[src/rtl/fdiv_issue_ctrl_pkg.sv]
// Shared definitions for the divider front end: the controller state encoding,
// canonical special-value results, and rounding-mode codes.
package fdiv_issue_ctrl_pkg;

  typedef enum logic [1:0] {
    IDLE = 2'd0,
    WAIT = 2'd1,
    RESP = 2'd2
  } divState_e;

  localparam logic [31:0] QNAN    = 32'h7FC0_0000;
  localparam logic [31:0] POS_INF = 32'h7F80_0000;

  typedef enum logic [1:0] {
    RM_NEAREST_EVEN = 2'd0,
    RM_TO_ZERO      = 2'd1,
    RM_TO_POS_INF   = 2'd2,
    RM_TO_NEG_INF   = 2'd3
  } roundMode_e;

  // When both requesters are valid, the one that did not win last time wins now.
  function automatic logic rrPick(input logic [1:0] valid, input logic lastGrant);
    if (valid == 2'b11) return ~lastGrant;
    return valid[1];
  endfunction

endpackage

[src/rtl/fdiv_rr_arb2.sv]
// Two-way round-robin arbiter. The grant is combinational; the history bit
// only advances when the owner of this arbiter strobes update on a handshake.
module fdiv_rr_arb2
  import fdiv_issue_ctrl_pkg::*;
(
  input  logic       clk,
  input  logic       rst,
  input  logic [1:0] reqValid,
  input  logic       update,
  output logic       grant,
  output logic       grantValid
);

  logic lastGrant;

  assign grant      = rrPick(reqValid, lastGrant);
  assign grantValid = |reqValid;

  // Starting from 1 makes requester 0 the winner of the first contended round.
  always_ff @(posedge clk or posedge rst) begin
    if (rst) begin
      lastGrant <= 1'b1;
    end else if (update) begin
      lastGrant <= grant;
    end
  end

endmodule

[src/rtl/fdiv_issue_ctrl.sv]
// Issue controller for the pipelined divider: arbitrates two requesters, holds
// the operand bus for the full latency, and returns the result on a tagged channel.
module fdiv_issue_ctrl
  import fdiv_issue_ctrl_pkg::*;
#(
  parameter int DIV_LATENCY = 6,
  parameter int CNT_W       = 4
) (
  input  logic        clk,
  input  logic        rst,
  input  logic        req0_valid,
  output logic        req0_ready,
  input  logic [31:0] req0_a,
  input  logic [31:0] req0_b,
  input  logic [1:0]  req0_rmode,
  input  logic        req1_valid,
  output logic        req1_ready,
  input  logic [31:0] req1_a,
  input  logic [31:0] req1_b,
  input  logic [1:0]  req1_rmode,
  output logic        resp_valid,
  input  logic        resp_ready,
  output logic        resp_id,
  output logic [31:0] resp_result,
  output logic        resp_error,
  output logic        resp_overflow,
  output logic [31:0] div_a,
  output logic [31:0] div_b,
  output logic [1:0]  div_round_mode,
  input  logic [31:0] div_result,
  input  logic        div_error,
  input  logic        div_overflow,
  output logic        busy
);

  divState_e        state;
  divState_e        stateNext;
  logic [CNT_W-1:0] cnt;
  logic             grant;
  logic             grantValid;
  logic             accept;
  logic             capture;
  logic             respDone;

  fdiv_rr_arb2 uArb (
    .clk       (clk),
    .rst       (rst),
    .reqValid  ({req1_valid, req0_valid}),
    .update    (accept),
    .grant     (grant),
    .grantValid(grantValid)
  );

  // Ready is offered only to the current winner, so valid&&ready reduces to grantValid.
  assign accept     = (state == IDLE) && grantValid;
  assign capture    = (state == WAIT) && (cnt == CNT_W'(1));
  assign respDone   = (state == RESP) && resp_ready;
  assign req0_ready = accept && !grant;
  assign req1_ready = accept && grant;
  assign busy       = (state != IDLE);

  always_ff @(posedge clk or posedge rst) begin
    if (rst) begin
      state <= IDLE;
    end else begin
      state <= stateNext;
    end
  end

  always_comb begin
    stateNext = state;
    case (state)
      IDLE:    if (accept)   stateNext = WAIT;
      WAIT:    if (capture)  stateNext = RESP;
      RESP:    if (respDone) stateNext = IDLE;
      default:               stateNext = IDLE;
    endcase
  end

  // Operands are written only on acceptance, so they stay put through WAIT and
  // keep the last values while idle; the divider's final stage reads them live.
  always_ff @(posedge clk or posedge rst) begin
    if (rst) begin
      div_a          <= '0;
      div_b          <= '0;
      div_round_mode <= '0;
      cnt            <= '0;
      resp_valid     <= 1'b0;
      resp_id        <= 1'b0;
      resp_result    <= '0;
      resp_error     <= 1'b0;
      resp_overflow  <= 1'b0;
    end else begin
      if (accept) begin
        div_a          <= grant ? req1_a     : req0_a;
        div_b          <= grant ? req1_b     : req0_b;
        div_round_mode <= grant ? req1_rmode : req0_rmode;
        resp_id        <= grant;
        cnt            <= CNT_W'(DIV_LATENCY);
      end else if (state == WAIT) begin
        cnt <= cnt - CNT_W'(1);
      end
      if (capture) begin
        resp_result   <= div_result;
        resp_error    <= div_error;
        resp_overflow <= div_overflow;
        resp_valid    <= 1'b1;
      end else if (respDone) begin
        resp_valid <= 1'b0;
      end
    end
  end

endmodule
[config.mk]
export PLATFORM = sky130hd
export DESIGN_NAME = fdiv_issue_ctrl
export DESIGN_NICKNAME = d
export VERILOG_FILES = /design/src/rtl/fdiv_issue_ctrl_pkg.sv /design/src/rtl/fdiv_rr_arb2.sv /design/src/rtl/fdiv_issue_ctrl.sv
export SDC_FILE = /design/constraint.sdc
export NUM_CORES = 1
export LEC_CHECK = 0
export CORE_MARGIN = 2
export CORE_UTILIZATION = 41
export CTS_CLUSTER_DIAMETER = 200
export CTS_CLUSTER_SIZE = 28
export DETAILED_ROUTE_END_ITERATION = 6
export PLACE_DENSITY = 0.93
export SETUP_SLACK_MARGIN = 0.3
export SLEW_MARGIN = 5
export SYNTH_ARGS = -nofsm -noshare
export SYNTH_HDL_FRONTEND = slang
export SYNTH_SLANG_ARGS = --single-unit
export TNS_END_PERCENT = 50
[constraint.sdc]
create_clock -name clk -period 10.22 [get_ports clk]
set_input_delay 2.044 -clock clk [delete_from_list [all_inputs] [get_ports clk]]
set_output_delay 2.044 -clock clk [all_outputs]
set_load 0.02 [all_outputs]
# [After elaboration in Yosys (flattened, before gate mapping)]
# Cells that the tools add are included.
[totals] ff_bits=109 latchBits=0 ram_bits=0 romBits=0 inputBits=171 out_inout_bits=105 word_cells=46 mem_count=0
[op_classes] add_sub_neg=1 mul=0 div_mod_pow=0 order_cmp=0 eq_ne=7 n_shift=0 muxes=14 bitwise_logic=1 reduce_logical=12
[ops] operator="$mux W32" count=2
[ops] operator="$mux W2" count=4
[ops] operator="$mux W4" count=2
[ops] operator="$ne A2 B2 Y1 const B" count=3
[ops] operator="$pmux W2 S3" count=1
[ops] operator="$reduce_bool A2 Y1" count=3
[ops] operator="$logic_and A1 B1 Y1" count=5
[ops] operator="$mux W1" count=5
[ops] operator="$eq A2 B2 Y1 const B" count=2
[ops] operator="$eq A4 B1 Y1 const B" count=1
[ops] operator="$sub A4 B1 Y4 const B" count=1
[ops] operator="$reduce_and A3 Y1" count=1
[ops] operator="$eq A2 B1 Y1 const B" count=1
[ops] operator="$logic_not A2 Y1" count=1
[ops] operator="$reduce_or A2 Y1" count=1
[ops] operator="$logic_not A1 Y1" count=1
[ops] operator="$not A1 Y1" count=1

# [Logic depth before layout (Yosys ltp)]
# Gate-level depths: netlist (run 1).
[logic_depth] word_depth=5 ltp_mapped=7 depth_no_buf=5

# [Cells and area by module]
# Synthesis (run 1) repeated with hierarchy kept, for this count alone.
[unflattened] hier_cells=403 hier_area_um2=4844.6
[modules_own_cells] module="fdiv_issue_ctrl" n_inst=1 cells_each=398 area_per_inst_um2=4782.1 seq_area_each_um2=2702.6
[modules_own_cells] module="fdiv_rr_arb2" n_inst=1 cells_each=5 area_per_inst_um2=62.6 seq_area_each_um2=26.3

# [Worst setup path after synthesis (run 1)]
# Ideal clock, no wire load.
[synth_timing] path_type="in2out" startpoint="input req0_valid" endpoint="output req1_ready" t_arrival_ns=2.621 required_ns=8.176 slack_ns=5.555 cell_stages=4 n_path_buf=2 cell_sequence="nand2_1 -> and3_1 -> clkbuf_1 -> buf_2"
[synth_via] elab_chain_cells=4 word_cells_on_any_way=6 cone_classes="1 x eq/ne; 2 x mux; 3 x reduce/logical"
[synth_rtl] item="start, declared" line="fdiv_issue_ctrl.sv:11" rtl="input logic req0_valid,"
[synth_rtl] item="$eq A2 B2 Y1" line="fdiv_issue_ctrl_pkg.sv:23" rtl="if (valid == 2'b11) return ~lastGrant;"
[synth_rtl] item="$mux W1" line="fdiv_issue_ctrl_pkg.sv:23"
[synth_rtl] item="$mux W1" line="fdiv_issue_ctrl_pkg.sv:24" rtl="return valid[1];"
[synth_rtl] item="$logic_and A1 B1 Y1 (*)" line="fdiv_issue_ctrl.sv:59" rtl="assign req1_ready = accept && grant;"
[synth_rtl] item="end, declared" line="fdiv_issue_ctrl.sv:17" rtl="output logic req1_ready,"
# Every way passes the cells marked *; elsewhere a longest branch is shown, timed or not.

# [Final worst setup path (run 1)]
[layout_timing] startpoint="input req1_valid" endpoint="output req1_ready"
[layout_via] elab_chain_cells=4 word_cells_on_any_way=6 cone_classes="1 x eq/ne; 2 x mux; 3 x reduce/logical"
[layout_rtl] item="start, declared" line="fdiv_issue_ctrl.sv:16" rtl="input logic req1_valid,"
[layout_rtl] item="$eq A2 B2 Y1" line="fdiv_issue_ctrl_pkg.sv:23"
[layout_rtl] item="$mux W1" line="fdiv_issue_ctrl_pkg.sv:23"
[layout_rtl] item="$mux W1" line="fdiv_issue_ctrl_pkg.sv:24"
[layout_rtl] item="$logic_and A1 B1 Y1 (*)" line="fdiv_issue_ctrl.sv:59"
# Marked as above.

==> flow_metrics.env, run 1 <==
export IMPL_synth_enable_flop_cells=0
export IMPL_clock_sink_count=109
export IMPL_register_area_um2=2730
export IMPL_postCtsSetupBuffers=0
export IMPL_drc_violation_total_after_the_first_tritonroute_iteration=208
export IMPL_globalplace_congestion=0.858
export IMPL_endpoint_class_of_the_critical_path="output pin"
export IMPL_hold_violations=0
export IMPL_drive_above_1_share=0.103
export IMPL_timing_setup_tns_ps=0
export IMPL_drt_pass1_iterations=4
export IMPL_design_die_area_um2=12400
export IMPL_worst_slew_margin_rel=0.175
export IMPL_route_final_wire_length_um=14200
export IMPL_synth_fp_nets=516
export IMPL_grt_util_all_layers=0.227
export IMPL_holdCritStartpoint="resp_id"
export IMPL_startpoint="req1_valid"
export IMPL_gr_max_usage_layer="met2"
export IMPL_ys_warnings_count=0
export IMPL_power_density_cell_area_nw_per_um2=303
export IMPL_numCtsBuffers=9
export IMPL_synth_top_cell_by_area="sky130_fd_sc_hd__dfrtp_1"
export IMPL_clkSlewWorstSetupHoldPaths_ps=70
export IMPL_hold_path_class="reg -> reg"
export IMPL_cts_max_path_buffers=2
export IMPL_drv_slew=0
export IMPL_critical_path_reg2reg_startpoint="cnt[1]"
export IMPL_synth_cells=343
export IMPL_tot_pwr_w=0.00235
export IMPL_syn_to_final_growth_pct=64.7
export IMPL_holdPathStages=1
export IMPL_yosysTopAreaCellShare=0.573
export IMPL_via_count_of_the_first_global_routing_pass=4277
export IMPL_fp_row_count=39
export IMPL_synthesis_area_um2=4720
export IMPL_reg2reg_to="resp_result[0]"
export IMPL_timing_final_crit_share=0.536
export IMPL_timing_final_setup_violations=0
export IMPL_port_buffers=275
export IMPL_setup_repair_after_global_routing_missed_its_margin="no"
export IMPL_worstPathMaxFanout=4
export IMPL_cts_root_buffer="sky130_fd_sc_hd__clkbuf_16"
export IMPL_synth_top_cells_by_area="sky130_fd_sc_hd__dfrtp_1, sky130_fd_sc_hd__a221o_1, sky130_fd_sc_hd__o21a_1"
export IMPL_grt_antenna_before_repair=0
export IMPL_area_occupied_by_multi_input_gates_um2=1760
export IMPL_layout_min_cycle_time_ps=5480
export IMPL_core_area_um2=11300
export IMPL_worstMarginPinSlew_ps=1240
export IMPL_htree_num_levels=3
export IMPL_post_route_util=0.687
export IMPL_criticalPathCategory="in -> out"
export IMPL_final_net_count=772
export IMPL_num_io_pins=276
export IMPL_synth_seq_area_share=0.578
export IMPL_die_y_extent_um=111
export IMPL_insertion_delay_ps=340
export IMPL_post_synthesis_register_bit_count=109
export IMPL_drc=0
export IMPL_grt_pass1_wl_um=22500
export IMPL_outcome="complete, no violations"
export IMPL_drt_via_density=5.56
export IMPL_ff2ff_path_depth=5
export IMPL_timing_critical_path_arrival_ps=3440
export IMPL_half_perimeter_wire_length_after_placement_um=10200
export IMPL_global_route_usage_met3=0.0590
export IMPL_reg2reg_setup_slack_ps=8060
export IMPL_post_cts_resize_count=0
export IMPL_initial_core_util=0.417
export IMPL_fp_dieW_um=111
export IMPL_hold_buffers=0
export IMPL_cts_tree="done"
export IMPL_synth_cell_types=27
export IMPL_fillCellCount=784
export IMPL_antenna_cells=0
export IMPL_final_routed_wire_length_divided_by_cell_count_um=19.0
export IMPL_drt_antenna_net_count=0
export IMPL_ys_dominant_reg_cell="sky130_fd_sc_hd__dfrtp_1"
export IMPL_achievable_frequency_mhz=182
export IMPL_num_vias=4153
export IMPL_finClkSkew_ps=7.72
export IMPL_grt_max_degree=70
export IMPL_global_route_usage_met1=0.272
export IMPL_worst_ep_required_time_ps=8180
export IMPL_maximum_capacitance_violations=0
export IMPL_global_route_overflow_total=0
export IMPL_setup_worst_path_start_class="input port"
export IMPL_grt_util_met2=0.391
export IMPL_cellLeakagePower_nw=3.21
export IMPL_postSynth_asyncResetShare=1.00
export IMPL_worst_hold_path_endpoint="resp_id"
export IMPL_average_cell_area_after_synthesis_um2=13.8
export IMPL_ir_worst_vdd_uv=159
==> through the flow <==
step | setup WS [ps] | std cells | hold WS, ps | area, um^2
after floorplan | 5300 | 343 | 443 | 4720
after global placement | 4760 | 731 | 461 | 7470
after detailed placement | 4740 | 731 | 465 | 7470
after CTS | 4740 | 747 | 482 | 7770
after global routing | 4700 | 747 | 497 | 7770
final | 4740 | 747 | 481 | 7770
==> cells in the final DEF (no fill, tap or decap), types with 3 or more instances in the layout <==
master / n
sky130_fd_sc_hd__clkdlybuf4s50_1: 275
sky130_fd_sc_hd__dfrtp_1: 108
sky130_fd_sc_hd__o21a_1: 66
sky130_fd_sc_hd__a221o_1: 66
sky130_fd_sc_hd__mux2_2: 28
sky130_fd_sc_hd__clkbuf_16: 9
sky130_fd_sc_hd__mux2_4: 6
sky130_fd_sc_hd__o21ai_0: 6
sky130_fd_sc_hd__nand2_1: 4
sky130_fd_sc_hd__buf_4: 4
sky130_fd_sc_hd__nand2b_1: 3
sky130_fd_sc_hd__inv_1: 3
==> metal layers <==
metal  wire length, um  vias up
met5                 0        -
met4               359        0
met3              1200       32
met2              7180      234
met1              5480     2043
li1                  -     1844
==> worst max path at each step <==
stage | cells past startpoint | to | slack, ps
finish | 3 | req1_ready | 4740
global route | 3 | req1_ready | 4700
CTS | 3 | req1_ready | 4740
detailed placement | 3 | req1_ready | 4740
global placement | 4 | req1_ready | 4760
floorplan | 1 | cnt[0] | 5300
==> where the power goes <==
part | internal [W] | switching, W | total (W) | leakage (nW)
logic | 0.000662 | 0.000578 | 0.00124 | 1.74
registers | 0.000643 | 0.000120 | 0.000764 | 1.32
clock network | 0.000191 | 0.000156 | 0.000347 | 0.146
total | 0.00150 | 0.000854 | 0.00235 | 3.21
==> layout make-up <==
cell class,instances,area share
Clock inverter,7,0.00950
Multi-Input combinational cell,195,0.227
Timing Repair Buffer,279,0.358
Sequential cell,109,0.351
Inverter,5,0.00274
Clock buffer,9,0.0290
Tap cell,143,0.0230
==> cell usage after synthesis (4+ instances only) <==
| library cell | n |
|---|---|
| sky130_fd_sc_hd__dfrtp_1 | 108 |
| sky130_fd_sc_hd__a221o_1 | 66 |
| sky130_fd_sc_hd__o21a_1 | 66 |
| sky130_fd_sc_hd__mux2_2 | 28 |
| sky130_fd_sc_hd__buf_2 | 12 |
| sky130_fd_sc_hd__buf_6 | 10 |
| sky130_fd_sc_hd__clkbuf_1 | 10 |
| sky130_fd_sc_hd__mux2_4 | 6 |
| sky130_fd_sc_hd__o21ai_0 | 6 |
| sky130_fd_sc_hd__inv_1 | 4 |
| sky130_fd_sc_hd__nand2_1 | 4 |
| sky130_fd_sc_hd__nand2b_1 | 4 |
==> worst max-delay path, stage by stage <==
cell and delay (ps):
sky130_fd_sc_hd__clkdlybuf4s50_1 560, sky130_fd_sc_hd__and3_2 230, sky130_fd_sc_hd__clkdlybuf4s50_1 600
==> flip-flops by register name (all words and copies together) (netlist names), 2 cells and up <==
register and cells:
resp_result 32, state 2, div_a 32, div_round_mode 2, cnt 4, div_b 32
==> cell families after synthesis <==
family,count (synthesis),share of synthesized area
adders and majority gates,2,0.00530
muxes,35,0.0880
buffers and inverters,39,0.0512
AOI/OAI and AO/OA,142,0.258
and+or+nand+nor,15,0.0178
xor gates and xnor gates,1,0.00186
DFF,109,0.578
(Power assumes the default switching activity.)
==> inputs of run 2 (changes only) <==
--- a/config.mk
+++ b/config.mk
@@ -6,11 +6,11 @@
 export NUM_CORES = 1
 export LEC_CHECK = 0
 export CORE_MARGIN = 2
-export CORE_UTILIZATION = 41
+export CORE_UTILIZATION = 38
 export CTS_CLUSTER_DIAMETER = 200
 export CTS_CLUSTER_SIZE = 28
 export DETAILED_ROUTE_END_ITERATION = 6
-export PLACE_DENSITY = 0.93
+export PLACE_DENSITY = 0.88
 export SETUP_SLACK_MARGIN = 0.3
 export SLEW_MARGIN = 5
 export SYNTH_ARGS = -nofsm -noshare
==> constraint.sdc (replaced) <==
create_clock -name clk -period 5.14 [get_ports clk]
set_input_delay 1.028 -clock clk [delete_from_list [all_inputs] [get_ports clk]]
set_output_delay 1.028 -clock clk [all_outputs]
set_load 0.02 [all_outputs]
==> run 2 against run 1 <==
Effect of this change:
- first-iteration DRC count increased by 40%
- clock skew increased by 3.1 ps
- critical path type is now reg -> out
- worst hold slack improved by 17 ps
- critical path depth unchanged
==> flow_metrics.env, run 2 (same netlist as run 1, synthesis figures left out) <==
export IMPL_post_cts_resize_count=0
export IMPL_startpoint="state[1]"
export IMPL_fp_dieW_um=115
export IMPL_syn_to_final_growth_pct=66.1
export IMPL_grt_pass1_wl_um=22900
export IMPL_drive_above_1_share=0.103
export IMPL_via_count_of_the_first_global_routing_pass=4462
export IMPL_die_y_extent_um=115
export IMPL_worst_slew_margin_rel=0.151
export IMPL_placement_cell_area_um2=7500
export IMPL_largest_registers="div_a x32, div_b x32, resp_result x32"
export IMPL_timing_setup_tns_ps=0
export IMPL_cts_tree="done"
export IMPL_outcome="complete, no violations"
export IMPL_design_die_area_um2=13300
export IMPL_grt_util_all_layers=0.222
export IMPL_global_route_overflow_total=0
export IMPL_clock_sink_count=109
export IMPL_setup_repair_after_global_routing_missed_its_margin="no"
export IMPL_critical_path_reg2reg_startpoint="cnt[1]"
export IMPL_core_area_um2=12100
export IMPL_insertion_delay_ps=340
export IMPL_drc=0
export IMPL_drv_slew=0
export IMPL_antenna_cells=0
export IMPL_route_final_wire_length_um=15100
export IMPL_htree_num_levels=3
export IMPL_drt_pass1_iterations=4
export IMPL_power_density_cell_area_nw_per_um2=608
export IMPL_maximum_capacitance_violations=0
export IMPL_drt_via_density=5.37
export IMPL_tot_pwr_w=0.00476
export IMPL_criticalPathCategory="reg -> out"
export IMPL_final_net_count=772
export IMPL_layout_cell_area_non_filler_um2=7840
export IMPL_hold_buffers=0
export IMPL_cts_root_buffer="sky130_fd_sc_hd__clkbuf_16"
export IMPL_drt_antenna_net_count=0
export IMPL_layout_cells_most_common="sky130_fd_sc_hd__clkdlybuf4s50_1"
export IMPL_worstMarginPinSlew_ps=1270
export IMPL_postCtsSetupBuffers=0
export IMPL_hold_violations=0
export IMPL_drc_violation_total_after_the_first_tritonroute_iteration=292
export IMPL_final_routed_wire_length_divided_by_cell_count_um=19.6
export IMPL_ir_worst_vdd_uv=304
export IMPL_achievable_frequency_mhz=281
export IMPL_fillCellCount=885
export IMPL_holdCritStartpoint="cnt[3]"
export IMPL_numCtsBuffers=9
export IMPL_initial_core_util=0.391
export IMPL_worstPathMaxFanout=69
export IMPL_finClkSkew_ps=10.8
export IMPL_num_io_pins=276
export IMPL_setup_worst_path_start_class="register"
export IMPL_grt_max_degree=81
export IMPL_globalplace_congestion=0.803
export IMPL_fp_row_count=40
export IMPL_num_vias=4146
export IMPL_worst_ep_required_time_ps=4110
export IMPL_timing_final_setup_violations=0
export IMPL_cellLeakagePower_nw=3.23
export IMPL_timing_final_crit_share=0.693
export IMPL_hold_path_class="reg -> reg"
export IMPL_timing_critical_path_arrival_ps=2530
export IMPL_port_buffers=275
export IMPL_layout_cells_most_common_list="sky130_fd_sc_hd__clkdlybuf4s50_1, sky130_fd_sc_hd__dfrtp_1, sky130_fd_sc_hd__o21a_1, sky130_fd_sc_hd__a221o_1, sky130_fd_sc_hd__mux2_2"
export IMPL_endpoint_class_of_the_critical_path="output pin"
export IMPL_cts_max_path_buffers=2
export IMPL_clkSlewWorstSetupHoldPaths_ps=80
export IMPL_layout_min_cycle_time_ps=3560
export IMPL_grt_antenna_before_repair=0
export IMPL_half_perimeter_wire_length_after_placement_um=10700
run 2: metrics by stage:
step | utilization | hold slack (ps) | worst slack (ps) | std cells
2_1_floorplan | - | 443 | 1240 | 343
3_5_place_dp | 0.622 | 482 | 1710 | 756
4_1_cts | 0.650 | 497 | 1570 | 772
5_1_grt | 0.650 | 519 | 1430 | 772
6_report | 0.650 | 498 | 1580 | 772
3_3_place_gp | 0.622 | 462 | 1720 | 756
run 2: path summary, 6_finish.rpt:
| path | end | slack [ps] | cells past startpoint |
|---|---|---|---|
| setup / recovery | busy | 1580 | 3 |
| hold / removal | cnt[3] | 500 | 1 |
| setup reg to reg | resp_result[1] | 3030 | 5 |
| hold reg to reg | cnt[3] | 500 | 1 |
| max in group asynchronous | uArb.lastGrant | 2840 | 3 |
| min in group asynchronous | div_b[20] | 1270 | 2 |
run 2: layer usage:
layer  wire [um]  GRT usage  up-vias
li1            -          -     1833
met1        5740      0.252     2042
met2        7610      0.395      236
met3        1360     0.0607       35
met4         391     0.0900        0
met5           0          0        -
run 2: worst max-delay path, stage by stage, from the launching register on:
cell and delay (ps):
sky130_fd_sc_hd__dfrtp_1 400, sky130_fd_sc_hd__nor2_2 80, sky130_fd_sc_hd__inv_2 900, sky130_fd_sc_hd__clkdlybuf4s50_1 810
run 2: report_power, final:
group / internal, W / switching (W) / total [W] / leakage, nW
sequential: 0.00128 / 0.000244 / 0.00152 / 1.32
clock: 0.000455 / 0.000311 / 0.000766 / 0.162
combinational: 0.00132 / 0.00116 / 0.00248 / 1.74
run 2: area by class of cell:
cell class / instances / area, um^2 / share of cell area
well taps: 168 / 210 / 0.0268
inverters: 5 / 21.3 / 0.00271
clock buffers: 11 / 253 / 0.0322
repair buffers: 279 / 2780 / 0.355
multi-input cells: 195 / 1760 / 0.225
flip-flops and latches: 109 / 2730 / 0.348
clock inverters: 5 / 81.3 / 0.0104
